--- src/rtl/adas_sensor_scheduler_if.sv ---
// Sensor handshake and fused-distance signals of the ADAS distance scheduler.
// master = scheduler side, slave = sensors / downstream consumer side.
interface adas_sensor_scheduler_if;
  logic       enable_i;
  logic       lidar_req_o;
  logic       lidar_vld_i;
  logic [7:0] lidar_data_i;
  logic       cam_req_o;
  logic       cam_vld_i;
  logic [7:0] cam_data_i;
  logic [7:0] distance_o;
  logic       distance_vld_o;
  logic [1:0] sensor_status_o;
  logic       fault_o;

  modport master (
    input  enable_i,
    input  lidar_vld_i,
    input  lidar_data_i,
    input  cam_vld_i,
    input  cam_data_i,
    output lidar_req_o,
    output cam_req_o,
    output distance_o,
    output distance_vld_o,
    output sensor_status_o,
    output fault_o
  );

  modport slave (
    output enable_i,
    output lidar_vld_i,
    output lidar_data_i,
    output cam_vld_i,
    output cam_data_i,
    input  lidar_req_o,
    input  cam_req_o,
    input  distance_o,
    input  distance_vld_o,
    input  sensor_status_o,
    input  fault_o
  );
endinterface

--- src/rtl/adas_sensor_scheduler.sv ---
// Periodic lidar/camera sampling round with timeout, fused into one 8-bit distance.
// distance_vld_o is the round tick consumed by the downstream distance/brake logic.
//
// state     | meaning
// S_IDLE    | waiting for a period wrap while enabled
// S_COLLECT | reqs outstanding, capturing samples until both done or timeout
// S_FUSE    | one cycle: publish fused distance, status, fault and the tick pulse
module adas_sensor_scheduler #(
  parameter int unsigned TICK_PERIOD = 1000,
  parameter int unsigned TIMEOUT     = 64,
  parameter int unsigned DIFF_LIMIT  = 20
) (
  input logic                     clk,
  input logic                     rst_n,
  adas_sensor_scheduler_if.master bus
);

  localparam int unsigned   PW        = $clog2(TICK_PERIOD);
  localparam int unsigned   TW        = $clog2(TIMEOUT);
  localparam logic [PW-1:0] PCNT_LAST = PW'(TICK_PERIOD - 1);
  localparam logic [TW-1:0] TCNT_LAST = TW'(TIMEOUT - 1);
  localparam logic [7:0]    DIFF_LIM  = 8'(DIFF_LIMIT);

  typedef enum logic [1:0] {
    S_IDLE    = 2'd0,
    S_COLLECT = 2'd1,
    S_FUSE    = 2'd2
  } state_e;

  state_e        state_q;
  logic [PW-1:0] pcnt_q;
  logic [TW-1:0] tcnt_q;
  logic          lidar_req_q;
  logic          cam_req_q;
  logic          lidar_done_q;
  logic          cam_done_q;
  logic [7:0]    lidar_data_q;
  logic [7:0]    cam_data_q;
  logic [7:0]    distance_q;
  logic          distance_vld_q;
  logic [1:0]    status_q;
  logic          fault_q;

  logic          round_start;
  logic          lidar_cap;
  logic          cam_cap;
  logic          lidar_done_d;
  logic          cam_done_d;
  logic          collect_exit;
  logic [7:0]    diff_d;
  logic [8:0]    sum_d;
  logic [7:0]    fused_d;

  // Period counter is free-running only while enabled, so the first round
  // always comes a full period after enable rises.
  always_ff @(posedge clk) begin
    if (!rst_n) begin
      pcnt_q <= '0;
    end else if (!bus.enable_i) begin
      pcnt_q <= '0;
    end else if (pcnt_q == PCNT_LAST) begin
      pcnt_q <= '0;
    end else begin
      pcnt_q <= pcnt_q + PW'(1);
    end
  end

  assign round_start = bus.enable_i && (pcnt_q == PCNT_LAST);

  assign lidar_cap    = (state_q == S_COLLECT) && lidar_req_q && !lidar_done_q && bus.lidar_vld_i;
  assign cam_cap      = (state_q == S_COLLECT) && cam_req_q && !cam_done_q && bus.cam_vld_i;
  assign lidar_done_d = lidar_done_q | lidar_cap;
  assign cam_done_d   = cam_done_q | cam_cap;
  assign collect_exit = (lidar_done_d && cam_done_d) || (tcnt_q == TCNT_LAST);

  // Large disagreement trusts lidar; otherwise average with a 9-bit sum.
  always_comb begin
    diff_d  = (lidar_data_q >= cam_data_q) ? (lidar_data_q - cam_data_q)
                                           : (cam_data_q - lidar_data_q);
    sum_d   = {1'b0, lidar_data_q} + {1'b0, cam_data_q};
    fused_d = distance_q;
    case ({lidar_done_q, cam_done_q})
      2'b11:   fused_d = (diff_d > DIFF_LIM) ? lidar_data_q : 8'(sum_d >> 1);
      2'b10:   fused_d = lidar_data_q;
      2'b01:   fused_d = cam_data_q;
      default: fused_d = distance_q;
    endcase
  end

  always_ff @(posedge clk) begin
    if (!rst_n) begin
      state_q        <= S_IDLE;
      tcnt_q         <= '0;
      lidar_req_q    <= 1'b0;
      cam_req_q      <= 1'b0;
      lidar_done_q   <= 1'b0;
      cam_done_q     <= 1'b0;
      lidar_data_q   <= '0;
      cam_data_q     <= '0;
      distance_q     <= '0;
      distance_vld_q <= 1'b0;
      status_q       <= '0;
      fault_q        <= 1'b0;
    end else begin
      distance_vld_q <= 1'b0;
      case (state_q)
        S_IDLE: begin
          if (round_start) begin
            state_q      <= S_COLLECT;
            lidar_req_q  <= 1'b1;
            cam_req_q    <= 1'b1;
            lidar_done_q <= 1'b0;
            cam_done_q   <= 1'b0;
            tcnt_q       <= '0;
          end
        end
        S_COLLECT: begin
          tcnt_q       <= tcnt_q + TW'(1);
          lidar_done_q <= lidar_done_d;
          cam_done_q   <= cam_done_d;
          if (lidar_cap) begin
            lidar_data_q <= bus.lidar_data_i;
            lidar_req_q  <= 1'b0;
          end
          if (cam_cap) begin
            cam_data_q <= bus.cam_data_i;
            cam_req_q  <= 1'b0;
          end
          if (collect_exit) begin
            state_q     <= S_FUSE;
            lidar_req_q <= 1'b0;
            cam_req_q   <= 1'b0;
          end
        end
        S_FUSE: begin
          distance_q     <= fused_d;
          status_q       <= {lidar_done_q, cam_done_q};
          fault_q        <= !(lidar_done_q || cam_done_q);
          distance_vld_q <= 1'b1;
          state_q        <= S_IDLE;
        end
        default: begin
          state_q <= S_IDLE;
        end
      endcase
    end
  end

  assign bus.lidar_req_o     = lidar_req_q;
  assign bus.cam_req_o       = cam_req_q;
  assign bus.distance_o      = distance_q;
  assign bus.distance_vld_o  = distance_vld_q;
  assign bus.sensor_status_o = status_q;
  assign bus.fault_o         = fault_q;

endmodule
--- src/flat_wrapper.sv ---
// flat-port wrapper written by rule: the top's interface ports become plain ports
module adas_sensor_scheduler_flat 
#(
  parameter int unsigned TICK_PERIOD = 1000,
  parameter int unsigned TIMEOUT     = 64,
  parameter int unsigned DIFF_LIMIT  = 20
)
  (clk, rst_n, bus_enable_i, bus_lidar_vld_i, bus_lidar_data_i, bus_cam_vld_i, bus_cam_data_i, bus_lidar_req_o, bus_cam_req_o, bus_distance_o, bus_distance_vld_o, bus_sensor_status_o, bus_fault_o);
  adas_sensor_scheduler_if bus_i ();
  input logic clk;
  input logic rst_n;
  input wire logic [$bits(bus_i.enable_i)-1:0] bus_enable_i;
  input wire logic [$bits(bus_i.lidar_vld_i)-1:0] bus_lidar_vld_i;
  input wire logic [$bits(bus_i.lidar_data_i)-1:0] bus_lidar_data_i;
  input wire logic [$bits(bus_i.cam_vld_i)-1:0] bus_cam_vld_i;
  input wire logic [$bits(bus_i.cam_data_i)-1:0] bus_cam_data_i;
  output wire logic [$bits(bus_i.lidar_req_o)-1:0] bus_lidar_req_o;
  output wire logic [$bits(bus_i.cam_req_o)-1:0] bus_cam_req_o;
  output wire logic [$bits(bus_i.distance_o)-1:0] bus_distance_o;
  output wire logic [$bits(bus_i.distance_vld_o)-1:0] bus_distance_vld_o;
  output wire logic [$bits(bus_i.sensor_status_o)-1:0] bus_sensor_status_o;
  output wire logic [$bits(bus_i.fault_o)-1:0] bus_fault_o;
  assign bus_i.enable_i = bus_enable_i;
  assign bus_i.lidar_vld_i = bus_lidar_vld_i;
  assign bus_i.lidar_data_i = bus_lidar_data_i;
  assign bus_i.cam_vld_i = bus_cam_vld_i;
  assign bus_i.cam_data_i = bus_cam_data_i;
  assign bus_lidar_req_o = bus_i.lidar_req_o;
  assign bus_cam_req_o = bus_i.cam_req_o;
  assign bus_distance_o = bus_i.distance_o;
  assign bus_distance_vld_o = bus_i.distance_vld_o;
  assign bus_sensor_status_o = bus_i.sensor_status_o;
  assign bus_fault_o = bus_i.fault_o;
  adas_sensor_scheduler #(.TICK_PERIOD(TICK_PERIOD), .TIMEOUT(TIMEOUT), .DIFF_LIMIT(DIFF_LIMIT)) u_core (.clk(clk), .rst_n(rst_n), .bus(bus_i));
endmodule
--- config.mk ---
export PLATFORM = sky130hd
export DESIGN_NAME = adas_sensor_scheduler_flat
export DESIGN_NICKNAME = d
export VERILOG_FILES = /design/src/rtl/adas_sensor_scheduler_if.sv /design/src/rtl/adas_sensor_scheduler.sv /design/src/flat_wrapper.sv
export SDC_FILE = /design/constraint.sdc
export NUM_CORES = 1
export LEC_CHECK = 0
export CAP_MARGIN = 30
export CORE_MARGIN = 4
export CORE_UTILIZATION = 30
export CTS_CLUSTER_DIAMETER = 100
export DETAILED_ROUTE_END_ITERATION = 12
export SETUP_SLACK_MARGIN = 0.2
export SYNTH_ARGS = -nofsm -noshare
export SYNTH_HDL_FRONTEND = slang
export SYNTH_SLANG_ARGS = --single-unit
--- constraint.sdc ---
create_clock -name clk -period 7.9 [get_ports clk]
set_input_delay 0.79 -clock clk [delete_from_list [all_inputs] [get_ports clk]]
set_output_delay 0.79 -clock clk [all_outputs]
set_load 0.005 [all_outputs]
* Word-level counts from Yosys, hierarchy flattened *
Cells that the tools add are included.

storage, ports and cells
  bits in registers = 50
  input bits = 21
  memories kept = 0
  memory bits (writable) = 0
  latch bits = 0
  bits in read-only memories = 0

operators by class
  shift-type cells = 0
  divide/modulo/power cells = 0
  reduce and logical (&&, ||, !) cells = 24
  bitwise gates (word level) = 4
  $lt $le $gt $ge = 2
  multiply operators = 0
  eq/ne operators = 11
  multiplexer cells = 19
  add/subtract/negate cells = 5

operators by type and width
  cell                                                                      number
  8-bit one-hot mux with 3 select lines                                     1
  8-bit 2-to-1 mux                                                          2
  8-bit subtractor                                                          2
  6-bit one-hot mux with 2 select lines                                     1
  10-bit by 1-bit adder with 10-bit output (second input constant)          1
  10-bit equality test (second input constant)                              1
  2-bit AND reduction                                                       5
  8-bit by 8-bit adder with 9-bit output                                    1
  8-bit >= comparator                                                       1
  8-bit by 5-bit > comparator with 1-bit output (second input constant)     1
  1-bit logical AND                                                         8
  1-bit one-hot mux with 2 select lines                                     4
  1-bit 2-to-1 mux                                                          7
  6-bit by 1-bit adder with 6-bit output (second input constant)            1
  2-bit equality test (second input constant)                               3
  6-bit equality test (second input constant)                               1
  6-bit 2-to-1 mux                                                          1
  3-bit by 1-bit inequality test with 1-bit output (second input constant)  2
  3-bit AND reduction                                                       2
  2-bit by 1-bit equality test with 1-bit output (second input constant)    2
  2-bit 2-to-1 mux                                                          2
  2-bit by 1-bit inequality test with 1-bit output (second input constant)  2
  2-bit one-hot mux with 2 select lines                                     1
  1-bit logical NOT                                                         3
  other kinds (7)                                                           10

* Longest topological paths before layout *
  depth in word-level cells = 9
  gate-level depth with buffers = 12

* Worst setup path before layout *
OpenSTA, ideal clock, no wires.

  path type = register to register
  start = register u_core.lidar_data_q[0]
  end = register u_core.distance_q[1] (netlist: u_core.bus.distance_o[1])
  path slack = 5030 ps
  arrival time = 2748 ps
  setup time = 122 ps
  data required time = 7778 ps
  cell stages (with the launch flop) = 13
  cells stage by stage = dfxtp_1 > inv_1 > ha_1 > fa_1 > nand3b_1 > a31oi_2 > a211oi_1 > a2111o_1 > and3_1 > or2_0 > buf_6 > o41ai_2 > o21ai_1

between the ends
  word-level cells in the longest chain between the ends = 5

ends and longest elaborated chain
  what                                           RTL line                      source
  from (decl)                                    adas_sensor_scheduler.sv:37   logic [7:0] lidar_data_q;
  from (signal assigned)                         adas_sensor_scheduler.sv:122  lidar_data_q <= bus.lidar_data_i;
  8-bit subtractor (tied with other cells)       adas_sensor_scheduler.sv:79   : (cam_data_q - lidar_data_q);
  8-bit 2-to-1 mux                               adas_sensor_scheduler.sv:78   diff_d = (lidar_data_q >= cam_data_q) ? (lidar_data_q - cam_data_q)
  8-bit by 5-bit > comparator with 1-bit output  adas_sensor_scheduler.sv:83   2'b11: fused_d = (diff_d > DIFF_LIM) ? lidar_data_q : 8'(sum_d >> 1);
  8-bit 2-to-1 mux *                             adas_sensor_scheduler.sv:83
  8-bit one-hot mux with 3 select lines *        adas_sensor_scheduler.sv:82   case ({lidar_done_q, cam_done_q})
  to (signal assigned)                           adas_sensor_scheduler.sv:136  distance_q <= fused_d;
  to (decl)                                      adas_sensor_scheduler.sv:39   logic [7:0] distance_q;

Every way passes the cells marked *; elsewhere a longest branch is shown, timed or not.
A chain may end at the register's enable or synchronous reset.

* Worst setup path after layout *
  start = register u_core.lidar_data_q[1]
  end = register u_core.distance_q[2] (netlist: u_core.bus.distance_o[2])

Same word-level chain as after synthesis.

==> results <==
- The run finished with clean final reports.
- For this run, design rule violations remaining after detail routing come to 0.
- The detail-routed via count per cell is 5.099.
- Setup slack on the worst reg-to-reg path comes out at 4.60 ns.
- TritonCTS built the clock tree.
- The depth of the CTS H-tree is 2.
- The die area is 0.01269 mm².
- Once the floorplan was initialized, standard cells occupied 31.27% of the core.
- The routed layout has 2820 vias.
- The average wire per cell in the routed design is 14.82 µm.
- After layout, the design draws a total of 0.4231 mW.
- The count of mapped cells out of synthesis is 389.
- The count of final setup violators is 0.
- The maximum clock skew at final layout is 0.007139 ns.
- The first detailed-routing pass took 4 iterations.
- The residual antenna-violating net count after detailed routing is 0.
- Entering global routing, the biggest net connects 30 pins.
- In the global route stage, met3 resource usage came out at 1.941%.
- The routability-driven placement congestion ratio is 0.8562.
- Measured along the y axis, the die boundary spans 112.7 µm.
- The largest fanout on the critical path is 8.
- Once placement finished, the instance area stood at 0.003742 mm².
- The start-to-end type of the worst setup path is flip-flop to flip-flop.
- Global routing used 12.99% of the available tracks.
- The transition time at the pin with the least slew margin is 0.9380 ns.
- Wires add up to 8198 µm.
- The endpoint class of the critical path is a flip-flop.
- The fmax is 302.7 MHz.
- The number of design-rule violations left by the first detailed-router iteration is 165.
- The number of enable-type register cells in the synthesized netlist is 0.
- For this run, the post-layout net count is 468.
- After global routing, the most crowded layer is met2.
- Traced cell by cell, the critical path runs through inv_1 > fa_1 > nand3b_1 > a31oi_2 > a211oi_1 > a2111o_1 > a21oi_1 > or2_0 > nor3_1 > o31ai_1.
- The die is 112.7 µm wide.
- The worst hold path belongs to the class flip-flop to flip-flop.
- The share of final-layout standard cells stronger than drive strength 1 is 5.276%.
- The worst path uses 41.82% of the clock period.
- The number of max-slew violations in the final report is 0.
- The setup TNS is 0 ns.
- The worst pin sits at a relative slew slack of 37.39%.
- In this run, CTS created clock tree buffers numbering 5.
- The clock sink count is 50.
- The area growth from synthesis to layout is 16.68%.
- Across the VDD grid, the largest voltage drop is 0.00008223 V.
- The largest single stage delay on the critical path is 0.57 ns.
- The slowest stage of the critical path is the or2_0 cell.
- The average instance in the mapped netlist occupies 8.446 µm².
- The cell at the root of the clock tree is clkbuf_8.
- For this run, global-route usage on met1 was measured as 17.11%.
- Setup repair after global routing left no endpoint under its margin.
- The total area inside the core boundary comes to 0.01051 mm².
- The synthesized design contains 50 register bits.
- At the later pin of the worst-skew pair, clock insertion delay measures 0.30 ns.
- The count of port buffers added during placement is 34.
- When the netlist entered floorplanning its net count stood at 441.
- The type of element launching the critical path is a flip-flop.
- The share of flip-flops with an asynchronous set or reset after synthesis is 0%.
- The main flop type after synthesis is dfxtp_1.
- The sum of net half-perimeters after detailed placement is 6354 µm.
- The number of violations of the max-capacitance limit is 0.
- The number of distinct standard cells referenced by the synthesized netlist is 54.
- The routed design could run at a clock period as short as 3.304 ns.
- For this design the static power due to leakage is 1.516 nW.
- During synthesis, Yosys emitted a total of 0 warnings.
- The number of standard-cell rows in the floorplan is 37.
- STA puts the critical path data required time at 8.11 ns.
- The number of global-route vias before repair is 2855.
- Leaving out fill and tap cells, the most frequent cells in the layout are dfxtp_1 (50), nor2_1 (45), clkdlybuf4s50_1 (34), inv_1 (30), ha_1 (28).
- The count of endpoints failing hold in the final timing report is 0.
- In this run the post-CTS setup repair buffer count came out at 0.
- Dividing total power by cell area gives a power density of 110.4 mW/mm².
- The met2 track utilization from global routing is 22.24%.
- In this run, post-CTS repair resized a total of 0 instances.
- The synthesized area is 0.003286 mm².
- Clock-pin slew was measured on the worst setup and hold paths at 0.08 ns.
- The finished cells cover 0.003834 mm².
- The library cell used most frequently in the layout, excluding fill and tap cells, is dfxtp_1.
- The first global-routing pass estimated 13760 µm of wire.
- The antenna diode count is 0.
- The I/O pin count is 35.
- The register area share after synthesis is 30.46%.
- The buffers plus inverters on the worst setup path is 1.
- Data arrives at the worst endpoint at 3.51 ns.
- The residual overflow from global routing is 0.
- The longest clock path from root to sink contains 2 buffers.
- The number of hold buffers added after CTS was 0.
- The number of antenna violations at the first check in global routing is 0.
- The family with the most delay on the worst path is compound AO/OA/AOI/OAI gates.
==> area by class of cell <==
class / count / area (µm²)
clock buffer: 7 / 86.33
clock inverter: 1 / 5.005
fill: 1076 / 6675
inverter: 30 / 112.6
multi-input combinational: 294 / 2107
sequential: 50 / 1001
tap: 136 / 170.2
timing repair buffer: 35 / 351.6
==> per-stage QoR <==
| step | util (%) | hold WS (ns) | setup slack [ns] | cells |
|---|---|---|---|---|
| final | 36.48 | 0.4778 | 4.596 | 553 |
| after floorplan | - | 0.4299 | 5.030 | 389 |
| after CTS | 36.48 | 0.4781 | 4.608 | 553 |
| after global routing | 36.48 | 0.4952 | 4.304 | 553 |
| after global placement | 35.50 | 0.4449 | 4.742 | 544 |
| after detailed placement | 35.61 | 0.4600 | 4.638 | 545 |
==> sequential cells by signal, indices dropped and copies added (netlist names) <==
| signal | cells |
|---|---|
| u_core.bus.distance_vld_o | 1 |
| u_core.bus.distance_o | 8 |
| u_core.state_q | 2 |
| u_core.tcnt_q | 6 |
| u_core.cam_data_q | 8 |
| u_core.lidar_done_q | 1 |
| u_core.bus.cam_req_o | 1 |
| u_core.bus.sensor_status_o | 2 |
| u_core.bus.fault_o | 1 |
| u_core.lidar_data_q | 8 |
| u_core.pcnt_q | 10 |
| u_core.cam_done_q | 1 |
| u_core.bus.lidar_req_o | 1 |
==> cells in the mapped netlist, types with 2 or more instances <==
master     instances  area share (%)
dfxtp_1           50              30
nor2_1            45             5.1
inv_1             30             3.4
ha_1              28              11
a21oi_1           27             4.1
mux2i_1           19             5.8
nand2_1           17             1.9
o21ai_0           17             2.6
a22oi_1           12             2.7
nor3_1            11             1.7
nor2b_1           10             1.9
nand3_1            9             1.4
and3_1             7             1.3
clkbuf_1           7            0.80
o31ai_1            7             1.6
xnor2_1            7             1.9
xor2_1             7             1.9
a211oi_1           6             1.4
o21a_1             6             1.4
a31oi_1            5            0.95
buf_1              4            0.46
nand2b_1           4            0.76
o21ai_1            4            0.61
or3_1              4            0.76
a21o_1             3            0.69
fa_1               3             1.8
nand4_1            3            0.57
o211ai_1           3            0.69
o21bai_1           3            0.69
o41ai_2            3             1.5
a2111oi_2          2            0.91
and2_1             2            0.38
buf_2              2            0.30
nand3b_1           2            0.46
==> tightest hold or removal path, delay by kind of cell (launching register included) <==
family	cells	cell delay [ns]
AO/OA/AOI/OAI	1	0.05
flip-flops	1	0.34
AND/OR/NAND/NOR	1	0.06
==> final timing paths <==
check	start	endpoint	depth (start not counted)
max	u_core.lidar_data_q[1]	u_core.bus.distance_o[2]	10
min	u_core.bus.distance_o[1]	u_core.bus.distance_o[1]	2
max reg2reg	u_core.lidar_data_q[1]	u_core.bus.distance_o[2]	10
min reg2reg	u_core.bus.distance_o[1]	u_core.bus.distance_o[1]	2
==> power by group <==
group / internal, mW / switching (mW) / total (mW)
combinational: 0.00947 / 0.00688 / 0.0163
sequential: 0.252 / 0.000447 / 0.253
clock: 0.0709 / 0.0832 / 0.154
total: 0.333 / 0.0905 / 0.423
==> cells by family (layout without fill, tap and decap cells) <==
family | after synthesis | count (layout) | share of synthesized area (%)
AO/OA/AOI/OAI | 109 | 109 | 23.80
adder cells (fa/ha/maj) | 31 | 31 | 12.49
flip-flops | 50 | 50 | 30.46
multiplexers | 19 | 19 | 5.788
AND/OR/NAND/NOR | 121 | 121 | 18.16
buffers and inverters | 45 | 73 | 5.560
XOR/XNOR | 14 | 14 | 3.732
==> per-layer routing <==
metal,wire [µm],up-vias
li1,-,1433
met3,277,7
met4,67,0
met1,3868,1339
met2,3984,41
met5,0,-
(Power assumes the default switching activity.)
